**config.mk**
```make
export PLATFORM = sky130hd
export DESIGN_NAME = lsu
export DESIGN_NICKNAME = d
export VERILOG_FILES = /design/src/rtl/lsu_pkg.sv /design/src/rtl/lsu_load_align.sv /design/src/rtl/lsu.sv
export SDC_FILE = /design/constraint.sdc
export NUM_CORES = 1
export LEC_CHECK = 0
export BUFFER_PORTS_ARGS = -buffer_cell sky130_fd_sc_hd__buf_4
export CORE_MARGIN = 10
export CORE_UTILIZATION = 50
export CTS_CLUSTER_SIZE = 12
export DETAILED_ROUTE_END_ITERATION = 6
export PLACE_DENSITY = 0.86
export SLEW_MARGIN = 40
export SYNTH_ARGS = -nofsm -noshare
export SYNTH_HDL_FRONTEND = slang
export SYNTH_SLANG_ARGS = --single-unit
```
**constraint.sdc**
```tcl
create_clock -name clk -period 2.1 [get_ports clk]
set_clock_uncertainty 0.15 [all_clocks]
set_input_delay 0.42 -clock clk [delete_from_list [all_inputs] [get_ports clk]]
set_output_delay 0.42 -clock clk [all_outputs]
set_load 0.005 [all_outputs]
```
**src/rtl/lsu_pkg.sv**
```systemverilog
// Shared types and helpers for the load/store unit: op encoding, error codes,
// FSM state constants, and the size/byte-enable/alignment rules.
package lsu_pkg;

    typedef enum logic [2:0] {
        LB  = 3'd0,
        LH  = 3'd1,
        LW  = 3'd2,
        LBU = 3'd3,
        LHU = 3'd4,
        SB  = 3'd5,
        SH  = 3'd6,
        SW  = 3'd7
    } lsu_op_e;

    typedef enum logic [1:0] {
        NONE     = 2'd0,
        MISALIGN = 2'd1,
        BUS      = 2'd2
    } lsu_err_e;

    typedef enum logic [1:0] {
        SZ_BYTE = 2'd0,
        SZ_HALF = 2'd1,
        SZ_WORD = 2'd2
    } lsu_size_e;

    typedef logic [1:0] lsu_state_e;
    localparam lsu_state_e IDLE = 2'd0;
    localparam lsu_state_e REQ  = 2'd1;
    localparam lsu_state_e WAIT = 2'd2;

    function automatic logic is_store(input lsu_op_e op);
        return (op == SB) || (op == SH) || (op == SW);
    endfunction

    function automatic lsu_size_e op_size(input lsu_op_e op);
        case (op)
            LB, LBU, SB: return SZ_BYTE;
            LH, LHU, SH: return SZ_HALF;
            default:     return SZ_WORD;
        endcase
    endfunction

    function automatic logic is_misaligned(input lsu_op_e op, input logic [1:0] off);
        case (op_size(op))
            SZ_HALF: return off[0];
            SZ_WORD: return off != 2'b00;
            default: return 1'b0;
        endcase
    endfunction

    // Loads assert the same lanes a store of the same width would.
    function automatic logic [3:0] byte_enable(input lsu_op_e op, input logic [1:0] off);
        case (op_size(op))
            SZ_BYTE: return 4'b0001 << off;
            SZ_HALF: return 4'b0011 << off;
            default: return 4'b1111;
        endcase
    endfunction

    // Maps the ALU's load/store class bit plus funct3 onto the unit's op code.
    function automatic lsu_op_e decode_op(input logic store, input logic [2:0] funct3);
        if (store) begin
            case (funct3)
                3'b000:  return SB;
                3'b001:  return SH;
                default: return SW;
            endcase
        end
        case (funct3)
            3'b000:  return LB;
            3'b001:  return LH;
            3'b100:  return LBU;
            3'b101:  return LHU;
            default: return LW;
        endcase
    endfunction

endpackage

```
**src/rtl/lsu_load_align.sv**
```systemverilog
// Load data extractor: shifts the addressed lane down to bit 0 and sign- or
// zero-extends it according to the load width.
module lsu_load_align
    import lsu_pkg::*;
(
    input  logic [31:0] rdata,
    input  logic [1:0]  offset,
    input  lsu_op_e     op,
    output logic [31:0] result
);

    logic [31:0] lane;

    assign lane = rdata >> {offset, 3'b000};

    always_comb begin
        result = lane;
        case (op)
            LB:      result = {{24{lane[7]}}, lane[7:0]};
            LH:      result = {{16{lane[15]}}, lane[15:0]};
            LBU:     result = {24'b0, lane[7:0]};
            LHU:     result = {16'b0, lane[15:0]};
            default: result = lane;
        endcase
    end

endmodule

```
**src/rtl/lsu.sv**
```systemverilog
// Load/store unit: latches an execute-stage access, runs the req/gnt/rvalid
// handshake to data memory and returns an extended, tagged result.
module lsu
    import lsu_pkg::*;
#(
    parameter int ADDR_W = 32,
    parameter int XLEN   = 32
) (
    input  logic              clk,
    input  logic              rst_n,
    input  logic              ex_valid_i,
    input  lsu_op_e           ex_op_i,
    input  logic [ADDR_W-1:0] ex_addr_i,
    input  logic [XLEN-1:0]   ex_wdata_i,
    input  logic [4:0]        ex_rd_i,
    output logic              busy_o,
    output logic              data_req_o,
    output logic [ADDR_W-1:0] data_addr_o,
    output logic              data_we_o,
    output logic [3:0]        data_be_o,
    output logic [XLEN-1:0]   data_wdata_o,
    input  logic              data_gnt_i,
    input  logic              data_rvalid_i,
    input  logic [XLEN-1:0]   data_rdata_i,
    input  logic              data_err_i,
    output logic              lsu_valid_o,
    output logic [XLEN-1:0]   lsu_rdata_o,
    output logic [4:0]        lsu_rd_o,
    output logic [1:0]        lsu_err_o
);

    lsu_state_e        state_reg, state_next;
    lsu_op_e           op_reg;
    logic [ADDR_W-1:0] addr_reg;
    logic [XLEN-1:0]   wdata_reg;
    logic [3:0]        be_reg;
    logic              we_reg;
    logic [4:0]        rd_reg;

    logic              valid_reg;
    logic [XLEN-1:0]   rdata_reg;
    logic [4:0]        lrd_reg;
    lsu_err_e          err_reg;

    lsu_size_e         ex_size;
    logic              ex_misaligned;
    logic [XLEN-1:0]   wdata_rep;
    logic [XLEN-1:0]   load_result;

    assign ex_size       = op_size(ex_op_i);
    assign ex_misaligned = is_misaligned(ex_op_i, ex_addr_i[1:0]);

    // Store data is replicated across every lane it could land in, so the
    // byte enables alone select the destination bytes.
    for (genvar gi = 0; gi < 4; gi++) begin : g_lane
        assign wdata_rep[8*gi +: 8] =
            (ex_size == SZ_BYTE) ? ex_wdata_i[7:0] :
            (ex_size == SZ_HALF) ? ex_wdata_i[8*(gi%2) +: 8] :
                                   ex_wdata_i[8*gi +: 8];
    end

    lsu_load_align u_load_align (
        .rdata  (data_rdata_i),
        .offset (addr_reg[1:0]),
        .op     (op_reg),
        .result (load_result)
    );

    always_comb begin
        state_next = state_reg;
        case (state_reg)
            IDLE:    if (ex_valid_i && !ex_misaligned) state_next = REQ;
            REQ:     if (data_gnt_i)                   state_next = WAIT;
            WAIT:    if (data_rvalid_i)                state_next = IDLE;
            default:                                   state_next = IDLE;
        endcase
    end

    always_ff @(posedge clk or negedge rst_n) begin
        if (!rst_n) begin
            state_reg <= IDLE;
            op_reg    <= LB;
            addr_reg  <= '0;
            wdata_reg <= '0;
            be_reg    <= '0;
            we_reg    <= 1'b0;
            rd_reg    <= '0;
        end else begin
            state_reg <= state_next;
            if (state_reg == IDLE && ex_valid_i) begin
                op_reg    <= ex_op_i;
                addr_reg  <= ex_addr_i;
                wdata_reg <= wdata_rep;
                be_reg    <= byte_enable(ex_op_i, ex_addr_i[1:0]);
                we_reg    <= is_store(ex_op_i);
                rd_reg    <= ex_rd_i;
            end
        end
    end

    // Completion path: misaligned ops finish straight from IDLE, memory ops
    // finish on the response; either way the pulse lasts a single cycle.
    always_ff @(posedge clk or negedge rst_n) begin
        if (!rst_n) begin
            valid_reg <= 1'b0;
            rdata_reg <= '0;
            lrd_reg   <= '0;
            err_reg   <= NONE;
        end else begin
            valid_reg <= 1'b0;
            if (state_reg == IDLE && ex_valid_i && ex_misaligned) begin
                valid_reg <= 1'b1;
                rdata_reg <= '0;
                lrd_reg   <= ex_rd_i;
                err_reg   <= MISALIGN;
            end else if (state_reg == WAIT && data_rvalid_i) begin
                valid_reg <= 1'b1;
                lrd_reg   <= rd_reg;
                if (data_err_i) begin
                    rdata_reg <= '0;
                    err_reg   <= BUS;
                end else begin
                    rdata_reg <= we_reg ? '0 : load_result;
                    err_reg   <= NONE;
                end
            end
        end
    end

    assign busy_o       = (state_reg != IDLE);
    assign data_req_o   = (state_reg == REQ);
    assign data_addr_o  = {addr_reg[ADDR_W-1:2], 2'b00};
    assign data_we_o    = we_reg;
    assign data_be_o    = be_reg;
    assign data_wdata_o = wdata_reg;

    assign lsu_valid_o  = valid_reg;
    assign lsu_rdata_o  = rdata_reg;
    assign lsu_rd_o     = lrd_reg;
    assign lsu_err_o    = err_reg;

endmodule

```
==> results.json <==
{
  "synth_cell_type_count": 51,
  "port_buffers": 218,
  "fin_setup_tns_ps": 0,
  "slew_headroom_pct": 54.9,
  "fp-row-count": 40,
  "startpoint": "addr_reg[0]",
  "fmax_mhz": 482,
  "start_util_pct": 51.3,
  "htree_levels": 4,
  "status": "completed",
  "placed_area_sq_um": 7750,
  "cts_sinks": 119,
  "synthTopCellsByCount": "nand2_1 (188), dfrtp_1 (119), mux2i_1 (45)",
  "power_switching_mw": 4.29,
  "p_clk_share_pct": 23.5,
  "insertion_delay_ps": 410,
  "synth_area_leaders": "dfrtp_1 (48%), nand2_1 (11%), mux2i_1 (7.3%)",
  "die_w_microns": 131,
  "ant_nets": 0,
  "dieHeight_microns": 131,
  "maxCapViolations": 0,
  "grt_util_all_layers_pct": 21.6,
  "synth_seq_cells": 119,
  "cts_buffers": 17,
  "finalInstanceArea_sq_um": 8370,
  "async_reset_ff_share_pct": 100,
  "dr.pass1.iters": 5,
  "hold_viol": 0,
  "cts_buffer_depth": 2,
  "drc": 0,
  "core_sq_um": 12100,
  "n_antenna_cell": 0,
  "worst_slew_pin_slew_ps": 677,
  "layout.nets": 929,
  "syn_inst": 632,
  "area_delta_synth_final_pct": 35.4,
  "timing.rr.start": "addr_reg[0]",
  "fin_cells": 1000,
  "ys.flop_type": "dfrtp_1",
  "synth_edf_count": 0,
  "netSwitchingFraction_pct": 36.4,
  "worstSetupPathType": "flip-flop to flip-flop",
  "yosysMostFrequentCell": "nand2_1",
  "first_iter_violations": 476,
  "critPathRequiredTime_ps": 2240,
  "crit_path_start_kind": "flip-flop",
  "grt_max_degree": 120,
  "pin_count": 221,
  "dp_hpwl_microns": 14300,
  "hold_path.class": "input port to flip-flop",
  "drt-vias-per-instance": 5.51,
  "fin_util_pct": 69.4,
  "finalSetupViolations": 0,
  "clkTransAtPathRegs_ps": 60,
  "p_leak_nw": 4.25,
  "power_density_nw_per_um2": 1410,
  "cts_root_buf": "clkbuf_16",
  "cts_tree": "yes",
  "end_kind": "flip-flop",
  "grt_pass1_wl_microns": 30500,
  "syn_area_sq_um": 6180,
  "synth_top_area_share_pct": 48.2,
  "dieArea_sq_um": 17200,
  "final_max_slew_viol_count": 0,
  "grt_overflow": 0,
  "vias": 5507,
  "drive_gt1_share_pct": 36.7,
  "routedWlPerCell_microns": 19.2,
  "antenna_found_initial": 0,
  "fin_crit_sh_pct": 98.8,
  "gp_congestion": 0.851,
  "finalWirelength_microns": 19200,
  "power_frac_comb_pct": 42.5,
  "grt_pass1_vias": 5791,
  "cp_max_fo": 10,
  "finalWorstPathRequiredPeriod_ps": 2080,
  "irDropWorstVdd_uv": 599,
  "placedCellCount": 966,
  "fill_cells": 933,
  "synth_top_cell_by_area": "dfrtp_1",
  "ys_seq_area_share_pct": 48.2,
  "seqPwrFrac_pct": 34.0,
  "syn_avg_cell_area_sq_um": 9.78,
  "arrival_ps": 2220,
  "hold_path_startpoint": "ex_addr_i[3]",
  "p_int_mw": 7.49,
  "yosys_warnings": 0
}
[power by group through the flow]
stage	sequential, mW	combinational, mW	clock, mW
global route	4.13	5.51	2.93
global placement	3.95	4.79	0
floorplan	3.90	2.90	0
finish	4.01	5.00	2.77
CTS	4.00	5.02	2.82
detailed placement	4.01	4.99	0
[what timing repair did]
item                       in CTS  in global routing
buffers inserted                0                  1
hold endpoints to repair       93                  0
gates resized for setup         0                  3
hold buffers                    1                  0
setup endpoints to repair       0                 15
[area by class of cell]
cell class	count	area (sq um)	area share, %
sequential	119	2980	35.6
clock inverter	15	143	1.70
clock buffer	17	425	5.08
inverter	13	48.8	0.583
timing repair buffer	243	1870	22.4
multi-input combinational	425	2690	32.2
tap	168	210	2.51
[path summary, 6_finish.rpt]
check | slack [ps] | cells past startpoint | end
max | 20 | 4 | lsu_rdata_o[23]
min | 50 | 3 | addr_reg[3]
max reg2reg | 20 | 4 | lsu_rdata_o[23]
min reg2reg | 320 | 2 | addr_reg[20]
max in group asynchronous | 780 | 3 | data_we_o
min in group asynchronous | 470 | 3 | lsu_rdata_o[29]
[per-stage QoR]
step                      total power [mW]  setup slack (ps)  hold slack, ps
after CTS                             11.8              62.6            33.8
after global routing                  12.6             -21.2            36.9
final                                 11.8              24.2            50.7
after detailed placement              9.00             -21.0             314
after global placement                8.74               104             308
after floorplan                       6.80               272           -25.6
[layout by cell type (no fill, tap or decap), drive strengths merged, types with 2 or more instances in the layout]
cell type    n
o211ai       2
o22ai        3
a21oi       18
xor2         2
buf        242
or2          2
nor2b       10
nand2b       5
a22o        10
o32ai        8
clkinvlp     2
nand3        2
clkinv       6
dfrtp      119
a32o        24
o311ai       4
nor2         7
inv         19
nand2      188
o2bb2ai      6
nand3b       3
o221ai       7
mux2i       47
nand4        5
conb         2
mux2         8
clkbuf      17
a211oi       7
o21ai       42
[per-layer routing]
layer,vias to the layer above,global-route usage (%),part of all wire [%]
met5,-,0,0
met4,0,7.81,2.2
met3,30,8.61,9.1
met2,274,36.0,49
met1,2658,24.6,39
li1,2545,-,-
[critical path: stages, from the launching register on]
cell     delay (ps)
dfrtp_1         480
mux2i_1         400
o22ai_4         210
o311a_2         470
a32o_1          250
[kinds of logic after synthesis]
group / count (synthesis) / share of synthesized area [%]
compound gates: 138 / 17.4
xor+xnor: 3 / 0.547
buf+inv: 89 / 8.60
flops: 119 / 48.2
mux: 55 / 9.47
other cells: 1 / 0.0607
simple gates: 227 / 15.7
(Power assumes the default switching activity.)
